--- config.mk ---
export PLATFORM = sky130hd
export DESIGN_NAME = fifo_write_ctrl
export DESIGN_NICKNAME = d
export VERILOG_FILES = /design/src/rtl/fifo_write_ctrl.sv
export SDC_FILE = /design/constraint.sdc
export NUM_CORES = 1
export LEC_CHECK = 0
export ABC_CLOCK_PERIOD_IN_PS = 1800
export BUFFER_PORTS_ARGS = -buffer_cell sky130_fd_sc_hd__buf_4
export CORE_ASPECT_RATIO = 1.4
export CORE_MARGIN = 3
export CORE_UTILIZATION = 49
export DETAILED_ROUTE_END_ITERATION = 12
export PLACE_DENSITY = 0.76
export SYNTH_ARGS = -nofsm -noshare
export SYNTH_HDL_FRONTEND = slang
export SYNTH_SLANG_ARGS = --single-unit
--- constraint.sdc ---
create_clock -name w_clk -period 1.8 [get_ports w_clk]
set_clock_uncertainty 0.15 [all_clocks]
set_input_delay 0.27 -clock w_clk [delete_from_list [all_inputs] [get_ports w_clk]]
set_output_delay 0.27 -clock w_clk [all_outputs]
set_load 0.02 [all_outputs]
--- src/rtl/fifo_write_ctrl.sv ---
// FIFO write front end: 2-entry skid buffer feeding a registered FIFO write port, paced by full/almost-full flags.
// Latency: accept-to-valid_write one cycle when idle in RUN. Backpressure: s_ready drops while the skid entry is occupied.
module fifo_write_ctrl #(
    parameter int SIZE  = 8,
    parameter int CNT_W = 16
) (
    input  logic             w_clk,
    input  logic             n_rst,
    input  logic             s_valid,
    input  logic [SIZE-1:0]  s_data,
    output logic             s_ready,
    input  logic             f_flag,
    input  logic             almost_full_flag,
    output logic [SIZE-1:0]  data_in,
    output logic             valid_write,
    output logic [CNT_W-1:0] wr_count,
    output logic [CNT_W-1:0] stall_count,
    output logic             ovf_err
);

    typedef enum logic [1:0] {RUN, PACE, HOLD} state_t;

    state_t          state;
    state_t          state_nxt;
    logic [SIZE-1:0] main_dat;
    logic [SIZE-1:0] skid_dat;
    logic            main_vld;
    logic            skid_vld;
    logic            out_full;

    logic [SIZE-1:0] main_dat_nxt;
    logic [SIZE-1:0] skid_dat_nxt;
    logic [SIZE-1:0] data_in_nxt;
    logic            main_vld_nxt;
    logic            skid_vld_nxt;
    logic            out_full_nxt;
    logic            valid_write_nxt;
    logic            accept;
    logic            commit;
    logic            load;
    logic            allow;
    logic            stall_inc;

    always_comb begin
        state_nxt       = RUN;
        main_dat_nxt    = main_dat;
        skid_dat_nxt    = skid_dat;
        main_vld_nxt    = main_vld;
        skid_vld_nxt    = skid_vld;
        data_in_nxt     = data_in;
        out_full_nxt    = out_full;
        valid_write_nxt = 1'b0;
        allow           = 1'b0;

        if (f_flag)
            state_nxt = HOLD;
        else if (almost_full_flag)
            state_nxt = PACE;

        accept = s_valid && s_ready;
        commit = valid_write && !f_flag;
        // The output stage refills only when it is (or is becoming) free and the FIFO is not full.
        load   = main_vld && (state_nxt != HOLD) && (!out_full || commit);

        if (load) begin
            data_in_nxt  = main_dat;
            out_full_nxt = 1'b1;
        end else if (commit) begin
            out_full_nxt = 1'b0;
        end

        if (load) begin
            main_dat_nxt = skid_dat;
            main_vld_nxt = skid_vld;
            skid_vld_nxt = 1'b0;
        end
        if (accept) begin
            if (!main_vld_nxt) begin
                main_dat_nxt = s_data;
                main_vld_nxt = 1'b1;
            end else begin
                skid_dat_nxt = s_data;
                skid_vld_nxt = 1'b1;
            end
        end

        // PACE grants a write on entry and after any cycle without one.
        if (state_nxt == RUN)
            allow = 1'b1;
        else if (state_nxt == PACE)
            allow = (state != PACE) || !valid_write;
        valid_write_nxt = out_full_nxt && allow;

        stall_inc = ((state == PACE) || (state == HOLD)) && !valid_write
                    && (out_full || main_vld || skid_vld);
    end

    always_ff @(posedge w_clk or negedge n_rst) begin
        if (!n_rst) begin
            state       <= RUN;
            main_dat    <= '0;
            skid_dat    <= '0;
            main_vld    <= 1'b0;
            skid_vld    <= 1'b0;
            out_full    <= 1'b0;
            data_in     <= '0;
            valid_write <= 1'b0;
            s_ready     <= 1'b0;
            wr_count    <= '0;
            stall_count <= '0;
            ovf_err     <= 1'b0;
        end else begin
            state       <= state_nxt;
            main_dat    <= main_dat_nxt;
            skid_dat    <= skid_dat_nxt;
            main_vld    <= main_vld_nxt;
            skid_vld    <= skid_vld_nxt;
            out_full    <= out_full_nxt;
            data_in     <= data_in_nxt;
            valid_write <= valid_write_nxt;
            s_ready     <= !skid_vld_nxt;
            if (commit)
                wr_count <= wr_count + CNT_W'(1);
            if (stall_inc && (stall_count != {CNT_W{1'b1}}))
                stall_count <= stall_count + CNT_W'(1);
            if (valid_write && f_flag)
                ovf_err <= 1'b1;
        end
    end

endmodule

==> run metrics, run 1 <==
total routed wirelength=6070 um; vias in the first global route=2,210; Area growth syn-to-layout=46.7%; Die ar.=6640 um^2; CTS tree=built; post-DP HPWL=4320 um; placer congestion estimate=0.784; clock buffer depth=2; register area share after synthesis=57.5%; CP startpoint kind=flop; clk slew on worst S/H paths=0.07 ns; arrival time of the worst setup path=2.05 ns; post-synth top area cell=dfrtp_1; failing checks=negative setup slack; worst hold path class=in -> reg; PwrDens=1390 nW/um^2; antenna fix cells=0; Synth Instances=220; placed cell areas=3680 um^2; most frequent cell after synthesis=dfrtp_1; Pleak=0.00201 uW; Avg Inst Size Synth=12.7 um^2; GRT Total Usage=19.7%; commonest cells in the netlist=dfrtp_1 (64), mux2_1 (18), xor2_1 (17); RSZ-0062 raised after global routing=true; later-pin clock latency in the skew report=0.34 ns; WP data required=1.87 ns; fillcell total=359; fin crit period=1.98 ns; Primary FF master, synth=dfrtp_1; IO buf count=55; DIE WIDTH=69.7 um; Synth Net Count=236; Die H=95.2 um; final setup TNS=-1.94 ns; Final period util=110%; Synth area leaders=dfrtp_1 (57%), mux2_1 (7.3%), mux2_2 (6.5%); Residual DRC=0; Crit Path Max Fanout=4; Max-Cap Viols=0; CTS buffer count=9; clock root buffer=clkbuf_8; routed vias=2,087; Core Footprint=5350 um^2; Final Hold Vio Count=0; crit path capture type=flop; 1st-iter DRT viols=80; Slew @ Worst Pin=0.467 ns; global-route wire length before repair=10,300 um; synthesis warning total=0; clk sinks=64; Setup Crit Path Kind=reg -> reg; number of synthesized flops with an enable pin=0; post-synth cell types=33; Final WS setup=-0.181 ns; FF+latch count, synth=64; post-route ant nets=0; Synth top area share=57.5%; # IOs=56; H-tree depth=3; status=complete, but fails checks; Fmax=505 MHz; final setup fails=21; drt wl/cell=15.1 um; Initial Utilization=52.1%; drt pass-1 iters=4; DR vias/cell=5.20; Synth Cell Area=2790 um^2; row cnt=31; share of post-route cells with drive strength above 1=51.9%; Final nets=347; Relative slew margins=68.7%; largest net degree at the start of global routing=29; initial antenna violation count=0; GRT overflow=0; fin. max-slew vios=0; VDD IR-drop max=1070 uV; Post-synth ARST share=100%; cell area after layout=4090 um^2
==> cell families after synthesis <==
family          share of synthesized area (%)
fa+ha+maj                                1.35
simple gates                             15.8
compound gates                           1.48
xor+xnor                                 8.49
flops                                    57.5
buf+inv                                  1.35
mux                                      14.1
==> critical path: stages (launching register included) <==
cell     delay [ns]
dfrtp_1        0.36
ha_1           0.30
nor2_2         0.09
or4b_4         0.54
nor2_4         0.11
mux2_4         0.30
==> through the flow <==
stage | power (uW) | utilization (%) | hold slack (ns) | setup slack (ns) | cells
after detailed placement | 4330 | 68.7 | 0.0460 | -0.233 | 376
after CTS | 5670 | 74.5 | 0.00308 | -0.189 | 397
after global routing | 6010 | 76.4 | 0.0123 | -0.261 | 401
final | 5690 | 76.4 | 0.0199 | -0.181 | 401
after floorplan | 3450 | - | -0.176 | -0.158 | 220
after global placement | 4230 | 68.7 | 0.0463 | -0.156 | 376
==> sequential cells by signal, indices dropped and copies added (netlist names) <==
| signal | flops |
|---|---|
| data_in | 8 |
| ovf_err | 1 |
| out_full | 1 |
| wr_count | 16 |
| main_dat | 8 |
| stall_count | 16 |
| skid_dat | 8 |
| valid_write | 1 |
| skid_vld | 1 |
| main_vld | 1 |
| s_ready | 1 |
| state | 2 |
==> final cells by class <==
type / count / area, um^2 / area share (%)
Clock buffer: 12 / 165 / 4.04
Clock inverter: 3 / 40.0 / 0.979
Inverter: 6 / 22.5 / 0.551
Multi-Input combinational cell: 147 / 1370 / 33.4
Sequential cell: 64 / 1610 / 39.3
Tap cell: 66 / 82.6 / 2.02
Timing Repair Buffer: 103 / 803 / 19.6
==> power by group <==
group | internal (uW) | switching [uW] | total, uW
clock | 740 | 521 | 1260
combinational | 1230 | 937 | 2170
sequential | 1900 | 352 | 2260
total | 3880 | 1810 | 5690
==> placed cells by master (no fill, tap or decap), drive strengths merged, types with 3 or more instances in the layout <==
cell / n
buf: 102
dfrtp: 64
mux2: 34
xor2: 17
nand2: 15
clkbuf: 12
nand3: 10
xnor2: 10
nand4: 9
nor3: 9
nor4: 7
nor2: 7
inv: 6
and3: 3
nor3b: 3
nor2b: 3
or4b: 3
ha: 3
==> layer usage <==
metal	global-route usage [%]	up-vias	share of wire (%)
li1	-	993	-
met3	5.49	11	4.6
met2	34.2	46	53
met1	23.3	1037	40
met4	7.67	0	1.8
met5	0	-	0
==> final timing paths <==
path                              start               to  slack [ns]  cells after the start
setup / recovery               state[0]  stall_count[12]       -0.18                      5
hold / removal                s_data[1]      main_dat[1]        0.02                      2
setup reg to reg               state[0]  stall_count[12]       -0.18                      5
hold reg to reg            wr_count[15]     wr_count[15]        0.34                      1
max in group asynchronous         n_rst      valid_write        0.75                      3
min in group asynchronous         n_rst  stall_count[15]        0.23                      2
==> timing repair <==
item | in CTS | in global routing
gates resized for setup | 14 | 13
pin swaps | 6 | 14
endpoints found under the setup margin | 25 | 43
buffers inserted | 5 | 4
hold buffers | 1 | 0
hold endpoints to repair | 51 | 0
Power figures use the tool's default switching activity.
==> run 2, diff against run 1 <==
Settings changed: CAP_MARGIN from default to 30, REMOVE_ABC_BUFFERS from default to 1.
==> run metrics, run 2 (same netlist as run 1, synthesis figures left out) <==
VDD IR-drop max=879 uV; Final nets=347; clk slew on worst S/H paths=0.06 ns; switching part of the total=33.2%; clk sinks=64; arrival time of the worst setup path=2.09 ns; drt wl/cell=15.7 um; later-pin clock latency in the skew report=0.33 ns; Relative slew margins=68.7%; final non-filler cell total=400; GRT overflow=0; Fmax=501 MHz; clock root buffer=clkbuf_8; pre-CTS setup slack=-0.236 ns; status=complete, but fails checks; Area growth syn-to-layout=46.0%; Pleak=0.00195 uW; largest net degree at the start of global routing=39; Die H=95.2 um; routed vias=2,115; CTS buffer count=9; share of power burned in registers=41.3%; combinational share of power=40.1%; drt pass-1 iters=6; DR vias/cell=5.29; crit path capture type=flop; worst hold path class=in -> reg; H-tree depth=3; PwrDens=1330 nW/um^2; failing checks=negative setup slack; GRT Total Usage=19.0%; DIE WIDTH=69.7 um; clock buffer depth=2; Min Hold Slack=0.0248 ns; initial antenna violation count=0; Final period util=111%; RSZ-0062 raised after global routing=true; fin crit period=2.00 ns; vias in the first global route=2,242; # IOs=56; most frequent cells in the layout=buf_4 (94), dfrtp_1 (63), xor2_1 (17); overall power=5420 uW; most common library cell in the layout ignoring fill and taps=buf_4; P_int=3620 uW; antenna fix cells=0; Core Footprint=5350 um^2; Setup Crit Path Kind=reg -> reg; placer congestion estimate=0.830; row cnt=31; WP data required=1.90 ns; fin. max-slew vios=0; Regs by FF count=stall_count (16), wr_count (16); total routed wirelength=6290 um; final setup fails=24; Final WS setup=-0.196 ns; Die ar.=6640 um^2; 1st-iter DRT viols=103; cell total after placement=379; CP startpoint kind=flop; post-route ant nets=0; Slew @ Worst Pin=0.469 ns; post-DP HPWL=4080 um; share of post-route cells with drive strength above 1=51.2%; clock power share=18.7%; global-route wire length before repair=9950 um; Residual DRC=0; Sw Pwr=1800 uW; Final Hold Vio Count=0; IO buf count=55; Crit Path Max Fanout=5; Max-Cap Viols=0; Initial Utilization=52.1%; CTS tree=built
run 2: area by class of cell:
type | instances | area (um^2)
sequential | 64 | 1600
clock buffer | 13 | 149
fill | 352 | 1280
multi-input combinational | 147 | 1400
timing repair buffer | 103 | 806
tap | 66 | 82.6
inverter | 6 | 22.5
clock inverter | 1 | 5.00
run 2: final timing paths:
kind | end | from | depth (start not counted) | slack, ns
max | stall_count[10] | state[1] | 6 | -0.20
min | skid_dat[6] | s_data[6] | 2 | 0.02
max reg2reg | stall_count[10] | state[1] | 6 | -0.20
min reg2reg | wr_count[15] | wr_count[15] | 1 | 0.32
max in group asynchronous | ovf_err | n_rst | 3 | 0.65
min in group asynchronous | wr_count[9] | n_rst | 2 | 0.29
run 2: stage by stage:
stage | util, % | area [um^2] | TNS [ns]
global placement | 66.8 | 3570 | -1.87
finish | 76.0 | 4070 | -2.16
global route | 76.0 | 4070 | -3.66
floorplan | - | 2770 | -5.15
detailed placement | 66.8 | 3570 | -2.52
CTS | 71.2 | 3810 | -1.85
run 2: timing repair:
action / 4_1_cts / 5_1_grt
setup buffers: 1 / 5
pin swaps: 7 / 15
resized for setup: 16 / 43
hold buffers: 1 / 0
setup endpoints to repair: 38 / 45
gates cloned: 1 / 0
hold endpoints to repair: 36 / 0
run 2: power groups by stage:
stage / Clock (uW) / Sequential (uW) / Combinational [uW]
floorplan: 0 / 2480 / 715
global placement: 0 / 2190 / 1830
detailed placement: 0 / 2220 / 1880
CTS: 1040 / 2200 / 1930
global route: 1100 / 2290 / 2350
finish: 1010 / 2240 / 2170
run 2: per-layer routing:
layer	GRT usage [%]	part of all wire, %
met3	6.86	5.5
met4	7.19	1.1
met2	33.8	53
met5	0	0
met1	21.0	41
run 2: worst max-delay path, cell delays in order, from the launching register on:
cell and delay (ns):
dfrtp_1 0.37, inv_2 0.07, ha_4 0.20, nor2_4 0.12, or4b_4 0.53, nor3_1 0.28
xor2_1 0.19
